File: src/rtl/bf16_pkg.sv
// Shared definitions for the bfloat16 dot-product sequencer: bf16 constants,
// operand-pair layout and the sequencer state encoding.
package bf16_pkg;

  localparam int          BF16_W    = 16;
  localparam logic [15:0] BF16_QNAN = 16'h7FC0;
  localparam logic [15:0] BF16_ZERO = 16'h0000;

  // One FIFO entry: row operand, column operand, end-of-dot-product flag
  localparam int PAIR_W = 2 * BF16_W + 1;

  typedef struct packed {
    logic [BF16_W-1:0] a;
    logic [BF16_W-1:0] b;
    logic              last;
  } pair_t;

  typedef enum logic [2:0] {
    ST_CLEAR  = 3'd0,
    ST_FETCH  = 3'd1,
    ST_ISSUE  = 3'd2,
    ST_WAIT   = 3'd3,
    ST_RESULT = 3'd4
  } seq_state_t;

endpackage

File: src/rtl/bf16_pair_fifo.sv
// Synchronous operand-pair FIFO (a, b, last). DEPTH must be a power of 2 so
// the pointers wrap naturally; full/empty come straight from the registered
// occupancy count. Push while full and pop while empty are ignored.
module bf16_pair_fifo
  import bf16_pkg::*;
#(
  parameter int DEPTH = 4
) (
  input  logic              clk,
  input  logic              rst,
  input  logic              push,
  input  logic [PAIR_W-1:0] wdata,
  input  logic              pop,
  output logic [PAIR_W-1:0] rdata,
  output logic              full,
  output logic              empty
);

  localparam int AW = $clog2(DEPTH);

  logic [PAIR_W-1:0] mem [DEPTH];
  logic [AW-1:0]     wr_ptr;
  logic [AW-1:0]     rd_ptr;
  logic [AW:0]       count;
  logic              push_ok;
  logic              pop_ok;

  assign full    = (count == (AW+1)'(DEPTH));
  assign empty   = (count == '0);
  assign push_ok = push & ~full;
  assign pop_ok  = pop & ~empty;
  assign rdata   = mem[rd_ptr];

  // Pointer and occupancy bookkeeping; simultaneous push/pop keeps count
  always_ff @(posedge clk) begin
    if (rst) begin
      wr_ptr <= '0;
      rd_ptr <= '0;
      count  <= '0;
    end else begin
      if (push_ok) wr_ptr <= wr_ptr + 1'b1;
      if (pop_ok)  rd_ptr <= rd_ptr + 1'b1;
      case ({push_ok, pop_ok})
        2'b10:   count <= count + 1'b1;
        2'b01:   count <= count - 1'b1;
        default: count <= count;
      endcase
    end
  end

  // Storage array; contents are don't-care until written
  always_ff @(posedge clk) begin
    if (push_ok) mem[wr_ptr] <= wdata;
  end

endmodule

File: src/rtl/bf16_dot_sequencer.sv
// Upstream sequencer for a single bf16 multiply-accumulate PE. Buffers operand
// pairs, issues them one at a time (load strobe, wait for done), returns the
// accumulated result on the pair flagged in_last, then clears the PE.
// Optional build macro BF16_SEQ_WATCHDOG_EN adds a WAIT timeout with a sticky
// wdog_err output; a timed-out dot product returns qNaN and its unissued
// pairs are discarded.
module bf16_dot_sequencer
  import bf16_pkg::*;
#(
  parameter int FIFO_DEPTH  = 4,
  parameter int CNT_W       = 8,
  parameter int CLR_CYCLES  = 2,
  parameter int WDOG_CYCLES = 255
) (
  input  logic              clk,
  input  logic              rst,
  input  logic              in_valid,
  output logic              in_ready,
  input  logic [15:0]       in_a,
  input  logic [15:0]       in_b,
  input  logic              in_last,
  output logic              pe_load_in,
  output logic [15:0]       pe_row_in,
  output logic [15:0]       pe_col_in,
  output logic              pe_clr,
  input  logic              pe_done_in,
  input  logic [15:0]       pe_result_in,
  output logic              res_valid,
  input  logic              res_ready,
  output logic [15:0]       res_data,
  output logic [CNT_W-1:0]  res_count,
`ifdef BF16_SEQ_WATCHDOG_EN
  output logic              wdog_err,
`endif
  output logic              busy
);

  localparam int CLR_W = (CLR_CYCLES > 1) ? $clog2(CLR_CYCLES) : 1;
  localparam logic [CLR_W-1:0] CLR_LAST = CLR_W'(CLR_CYCLES - 1);

  if (FIFO_DEPTH < 2 || (FIFO_DEPTH & (FIFO_DEPTH - 1)) != 0) begin : g_bad_depth
    $error("FIFO_DEPTH must be a power of 2 and at least 2");
  end
  if (CLR_CYCLES < 1) begin : g_bad_clr
    $error("CLR_CYCLES must be at least 1");
  end
  if (WDOG_CYCLES < 1) begin : g_bad_wdog
    $error("WDOG_CYCLES must be at least 1");
  end

  seq_state_t        state;
  logic [CLR_W-1:0]  clr_cnt;
  logic [CNT_W-1:0]  pair_cnt;
  logic              last_q;
  logic              fifo_full;
  logic              fifo_empty;
  logic              fifo_push;
  logic              fifo_pop;
  logic [PAIR_W-1:0] fifo_rdata;
  pair_t             head;
  logic              wd_expired;
  logic              drain_q;

  // Saturating increment: the pair counter sticks at all-ones
  function automatic logic [CNT_W-1:0] sat_inc(input logic [CNT_W-1:0] v);
    return (&v) ? v : v + 1'b1;
  endfunction

  // in_ready is forced low while rst is asserted so nothing is accepted
  assign in_ready  = ~fifo_full & ~rst;
  assign fifo_push = in_valid & in_ready;
  assign fifo_pop  = (state == ST_FETCH) & ~fifo_empty;
  assign head      = pair_t'(fifo_rdata);

  bf16_pair_fifo #(
    .DEPTH (FIFO_DEPTH)
  ) u_fifo (
    .clk   (clk),
    .rst   (rst),
    .push  (fifo_push),
    .wdata ({in_a, in_b, in_last}),
    .pop   (fifo_pop),
    .rdata (fifo_rdata),
    .full  (fifo_full),
    .empty (fifo_empty)
  );

`ifdef BF16_SEQ_WATCHDOG_EN
  localparam int WD_W = $clog2(WDOG_CYCLES + 1);
  logic [WD_W-1:0] wd_cnt;

  assign wd_expired = (state == ST_WAIT) & ~pe_done_in &
                      (wd_cnt == WD_W'(WDOG_CYCLES - 1));

  // WAIT timeout counter, sticky error flag, and drop of the abandoned tail
  always_ff @(posedge clk) begin
    if (rst) begin
      wd_cnt   <= '0;
      wdog_err <= 1'b0;
      drain_q  <= 1'b0;
    end else begin
      if (state == ST_WAIT && !pe_done_in && !wd_expired) wd_cnt <= wd_cnt + 1'b1;
      else                                                wd_cnt <= '0;
      if (wd_expired) begin
        wdog_err <= 1'b1;
        // If the stalled pair was itself the last one there is nothing to drop
        if (!last_q) drain_q <= 1'b1;
      end else if (fifo_pop && drain_q && head.last) begin
        drain_q <= 1'b0;
      end
    end
  end
`else
  assign wd_expired = 1'b0;
  assign drain_q    = 1'b0;
`endif

  // Sequencer FSM with registered PE handshake and result outputs
  always_ff @(posedge clk) begin
    if (rst) begin
      state      <= ST_CLEAR;
      clr_cnt    <= '0;
      pe_clr     <= 1'b1;
      pe_load_in <= 1'b0;
      pe_row_in  <= BF16_ZERO;
      pe_col_in  <= BF16_ZERO;
      last_q     <= 1'b0;
      pair_cnt   <= '0;
      res_valid  <= 1'b0;
      res_data   <= BF16_ZERO;
      res_count  <= '0;
      busy       <= 1'b1;
    end else begin
      case (state)
        ST_CLEAR: begin
          if (clr_cnt == CLR_LAST) begin
            clr_cnt <= '0;
            pe_clr  <= 1'b0;
            busy    <= 1'b0;
            state   <= ST_FETCH;
          end else begin
            clr_cnt <= clr_cnt + 1'b1;
          end
        end
        ST_FETCH: begin
          // While draining, popped pairs are discarded and we stay in FETCH
          if (!fifo_empty && !drain_q) begin
            pe_row_in  <= head.a;
            pe_col_in  <= head.b;
            last_q     <= head.last;
            pe_load_in <= 1'b1;
            busy       <= 1'b1;
            state      <= ST_ISSUE;
          end
        end
        ST_ISSUE: begin
          pe_load_in <= 1'b0;
          state      <= ST_WAIT;
        end
        ST_WAIT: begin
          if (pe_done_in) begin
            pair_cnt <= sat_inc(pair_cnt);
            if (last_q) begin
              res_data  <= pe_result_in;
              res_count <= sat_inc(pair_cnt);
              res_valid <= 1'b1;
              state     <= ST_RESULT;
            end else begin
              busy  <= 1'b0;
              state <= ST_FETCH;
            end
          end else if (wd_expired) begin
            res_data  <= BF16_QNAN;
            res_count <= pair_cnt;
            res_valid <= 1'b1;
            state     <= ST_RESULT;
          end
        end
        ST_RESULT: begin
          if (res_ready) begin
            res_valid <= 1'b0;
            pair_cnt  <= '0;
            pe_clr    <= 1'b1;
            clr_cnt   <= '0;
            state     <= ST_CLEAR;
          end
        end
        default: begin
          pe_clr  <= 1'b1;
          clr_cnt <= '0;
          busy    <= 1'b1;
          state   <= ST_CLEAR;
        end
      endcase
    end
  end

endmodule
File: config.mk
export PLATFORM = sky130hd
export DESIGN_NAME = bf16_dot_sequencer
export DESIGN_NICKNAME = d
export VERILOG_FILES = /design/src/rtl/bf16_pkg.sv /design/src/rtl/bf16_pair_fifo.sv /design/src/rtl/bf16_dot_sequencer.sv
export SDC_FILE = /design/constraint.sdc
export NUM_CORES = 1
export LEC_CHECK = 0
export ABC_AREA = 1
export CELL_PAD_IN_SITES_DETAIL_PLACEMENT = 1
export CELL_PAD_IN_SITES_GLOBAL_PLACEMENT = 1
export CORE_ASPECT_RATIO = 1.75
export CORE_MARGIN = 4
export CORE_UTILIZATION = 43
export DETAILED_ROUTE_END_ITERATION = 7
export PLACE_DENSITY_LB_ADDON = 0.1
export SLEW_MARGIN = 20
export SYNTH_ARGS = -nofsm -noshare
export SYNTH_HDL_FRONTEND = slang
export SYNTH_HIERARCHICAL = 1
export SYNTH_SLANG_ARGS = --single-unit
File: constraint.sdc
create_clock -name clk -period 3.98 [get_ports clk]
set_input_delay 0.796 -clock clk [delete_from_list [all_inputs] [get_ports clk]]
set_output_delay 0.796 -clock clk [all_outputs]
set_load 0.05 [all_outputs]
==> flow_metrics.tcl <==
set metrics [dict create \
    power.net_switching_mw 1.38 \
    worstPathArrival_ps 1810 \
    yosysMostFrequentCell "nor2_1" \
    crit_required_ps 3180 \
    num_vias 6022 \
    ys_types 33 \
    p_leak_nw 3.83 \
    wl_per_cell_um 18.3 \
    combPwrFrac 0.141 \
    grt_overflow 0 \
    grt_max_degree 67 \
    hold_start "pe_clr" \
    firstDrtPassIters 4 \
    syn-cell-area_um2 8350 \
    die_area_um2 21800 \
    yosys_register_bits 214 \
    place_congestion 0.855 \
    die_h_um 192 \
    clk_path_buf_depth 3 \
    grt_pass1_vias 6543 \
    post-synth-top-area-fraction 0.475 \
    p_per_area_nw_per_um2 527 \
    p_int_mw 4.11 \
    post-route-util 0.545 \
    max_cap_violations 0 \
    track_usage 0.194 \
    grt_setup_unrepaired "no" \
    period_share 0.656 \
    die_x_um 113 \
    ys_top_cells_by_count "nor2_1, edfxtp_1, o21ai_0, dfxtp_1, nand2_1" \
    ys.flop_type "edfxtp_1" \
    cts.sinks 214 \
    setup_viol 0 \
    synthCells 784 \
    num_io_pins 115 \
    rows 67 \
    drive_gt1_frac 0.0769 \
    nNetsFinal 956 \
    area_growth_pct 24.8 \
    h-tree-depth 1 \
    wirelength_um 21000 \
    yosysWarningCount 6 \
    drt-initial-drc-count 278 \
    synth_top_area_cell "edfxtp_1" \
    hold_viol 0 \
    ant_nets 0 \
    setup_tns_ps 0 \
    cts_root_buffer "clkbuf_16" \
    num_antenna_cells 0 \
    syn_avg_cell_area_um2 10.6 \
    reg2reg_slack_ps 1400 \
    drc_errors 0 \
    fmax_mhz 383 \
    slew_headroom 0.426 \
    antenna_found_initial 1 \
    crit_path_end_kind "primary output" \
    crit_fanout 19 \
    core_um2 19100 \
    clkPwrFrac 0.401 \
    grt_pass1_wl_um 33500 \
    async_reset_ff_frac 0 \
    p_seq_frac 0.458 \
    numCtsBuffers 21 \
    synth_edf_count 132 \
    outcome "finished, final reports clean" \
    cp-startpoint "rst" \
    timing.rr.start "u_fifo/count[1]" \
    post-cts-setup-buffer-count 0 \
    synth_area_leaders "edfxtp_1, dfxtp_1, nor2_1" \
    worst_slew_pin_slew_ps 860 \
    dp_hpwl_um 13800 \
    vias_per_cell 5.23 \
    initial_core_util 0.437 \
    synthesis.nets 845 \
    skew_ps 12.8 \
    cts_tree "built" \
    fin_crit_ps 2610 \
    clkLatencyLatePin_ps 490 \
    irDropWorstVdd_v 0.000525 \
    path_class "in2out" \
    hp-class "reg2reg" \
    postCtsResizedCells 0 \
    cts_hold_buf 0 \
    slew_violations 0 \
    critPathLaunchType "primary input" \
    io_buffers 114 \
    switching_share 0.251 \
    yosysSeqAreaShare 0.671 \
    power.total_mw 5.49 \
    path_clk_slew_ps 60 \
]
[cell families (layout without fill, tap and decap cells)]
| kind of cell | after synthesis | count (layout) | share of synthesized area |
|---|---|---|---|
| and+or+nand+nor | 299 | 299 | 0.147 |
| buffers and inverters | 81 | 207 | 0.0531 |
| DFF | 214 | 214 | 0.671 |
| xor gates and xnor gates | 1 | 1 | 0.00105 |
| AOI/OAI and AO/OA | 182 | 182 | 0.116 |
| adders and majority gates | 7 | 7 | 0.0114 |
[power by group through the flow]
stage / clock network [mW] / logic [mW] / registers, mW
global placement: 0 / 0.753 / 2.55
floorplan: 0 / 0.293 / 2.76
CTS: 2.27 / 0.786 / 2.51
finish: 2.20 / 0.774 / 2.51
global route: 2.37 / 0.842 / 2.52
detailed placement: 0 / 0.779 / 2.56
[state kept, by name, summed over array words and instances (netlist names), named ones only]
name / cells
res_data: 16
clr_cnt: 1
pe_row_in: 16
u_fifo/rd_ptr: 2
last_q: 1
pair_cnt: 8
res_valid: 1
pe_col_in: 16
res_count: 8
pe_load_in: 1
state: 3
busy: 1
u_fifo/count: 3
u_fifo/wr_ptr: 2
pe_clr: 1
u_fifo/mem: 132
[metal layers]
metal | part of all wire | GRT usage | vias up | routed length, um
met3 | 0.040 | 0.0295 | 39 | 842
met4 | 0.025 | 0.0588 | 2 | 522
li1 | - | - | 2910 | -
met2 | 0.57 | 0.386 | 129 | 11900
met5 | 0.00067 | 0 | - | 14
met1 | 0.37 | 0.206 | 2942 | 7760
[cells in the final DEF, fill, tap and decap left out, drive strengths merged, types with 14 or more instances in the layout]
cell / instances
o21ai: 125
a21oi: 20
clkdlybuf4s50: 113
buf: 14
clkbuf: 25
nand2: 73
edfxtp: 132
nor2: 200
inv: 42
nand3: 23
dfxtp: 82
o22ai: 33
[per-stage QoR]
stage               hold WS (ps)  cell area, um2  instances  setup slack (ps)
floorplan                    459            8350        784               703
global placement             434            9630       1113               914
detailed placement           442            9630       1113               896
CTS                          454           10400       1151              1350
global route                 482           10400       1151              1150
finish                       448           10400       1151              1370
[cell type report]
type                       count  area, um2
clock inverter                13        220
fill                        2068       8700
tap                          241        302
timing repair buffer         127       1240
inverter                      42        161
clock buffer                  25        561
multi-input combinational    489       2330
sequential                   214       5610
[worst paths after layout]
kind,end,cells past startpoint
setup / recovery,in_ready,4
hold / removal,pe_clr,2
setup reg to reg,u_fifo/count[2],16
hold reg to reg,pe_clr,2
[critical path: stages]
cell,delay (ps)
clkdlybuf4s50_1,470
buf_4,260
nor2_1,90
buf_4,190
(Power assumes the default switching activity.)
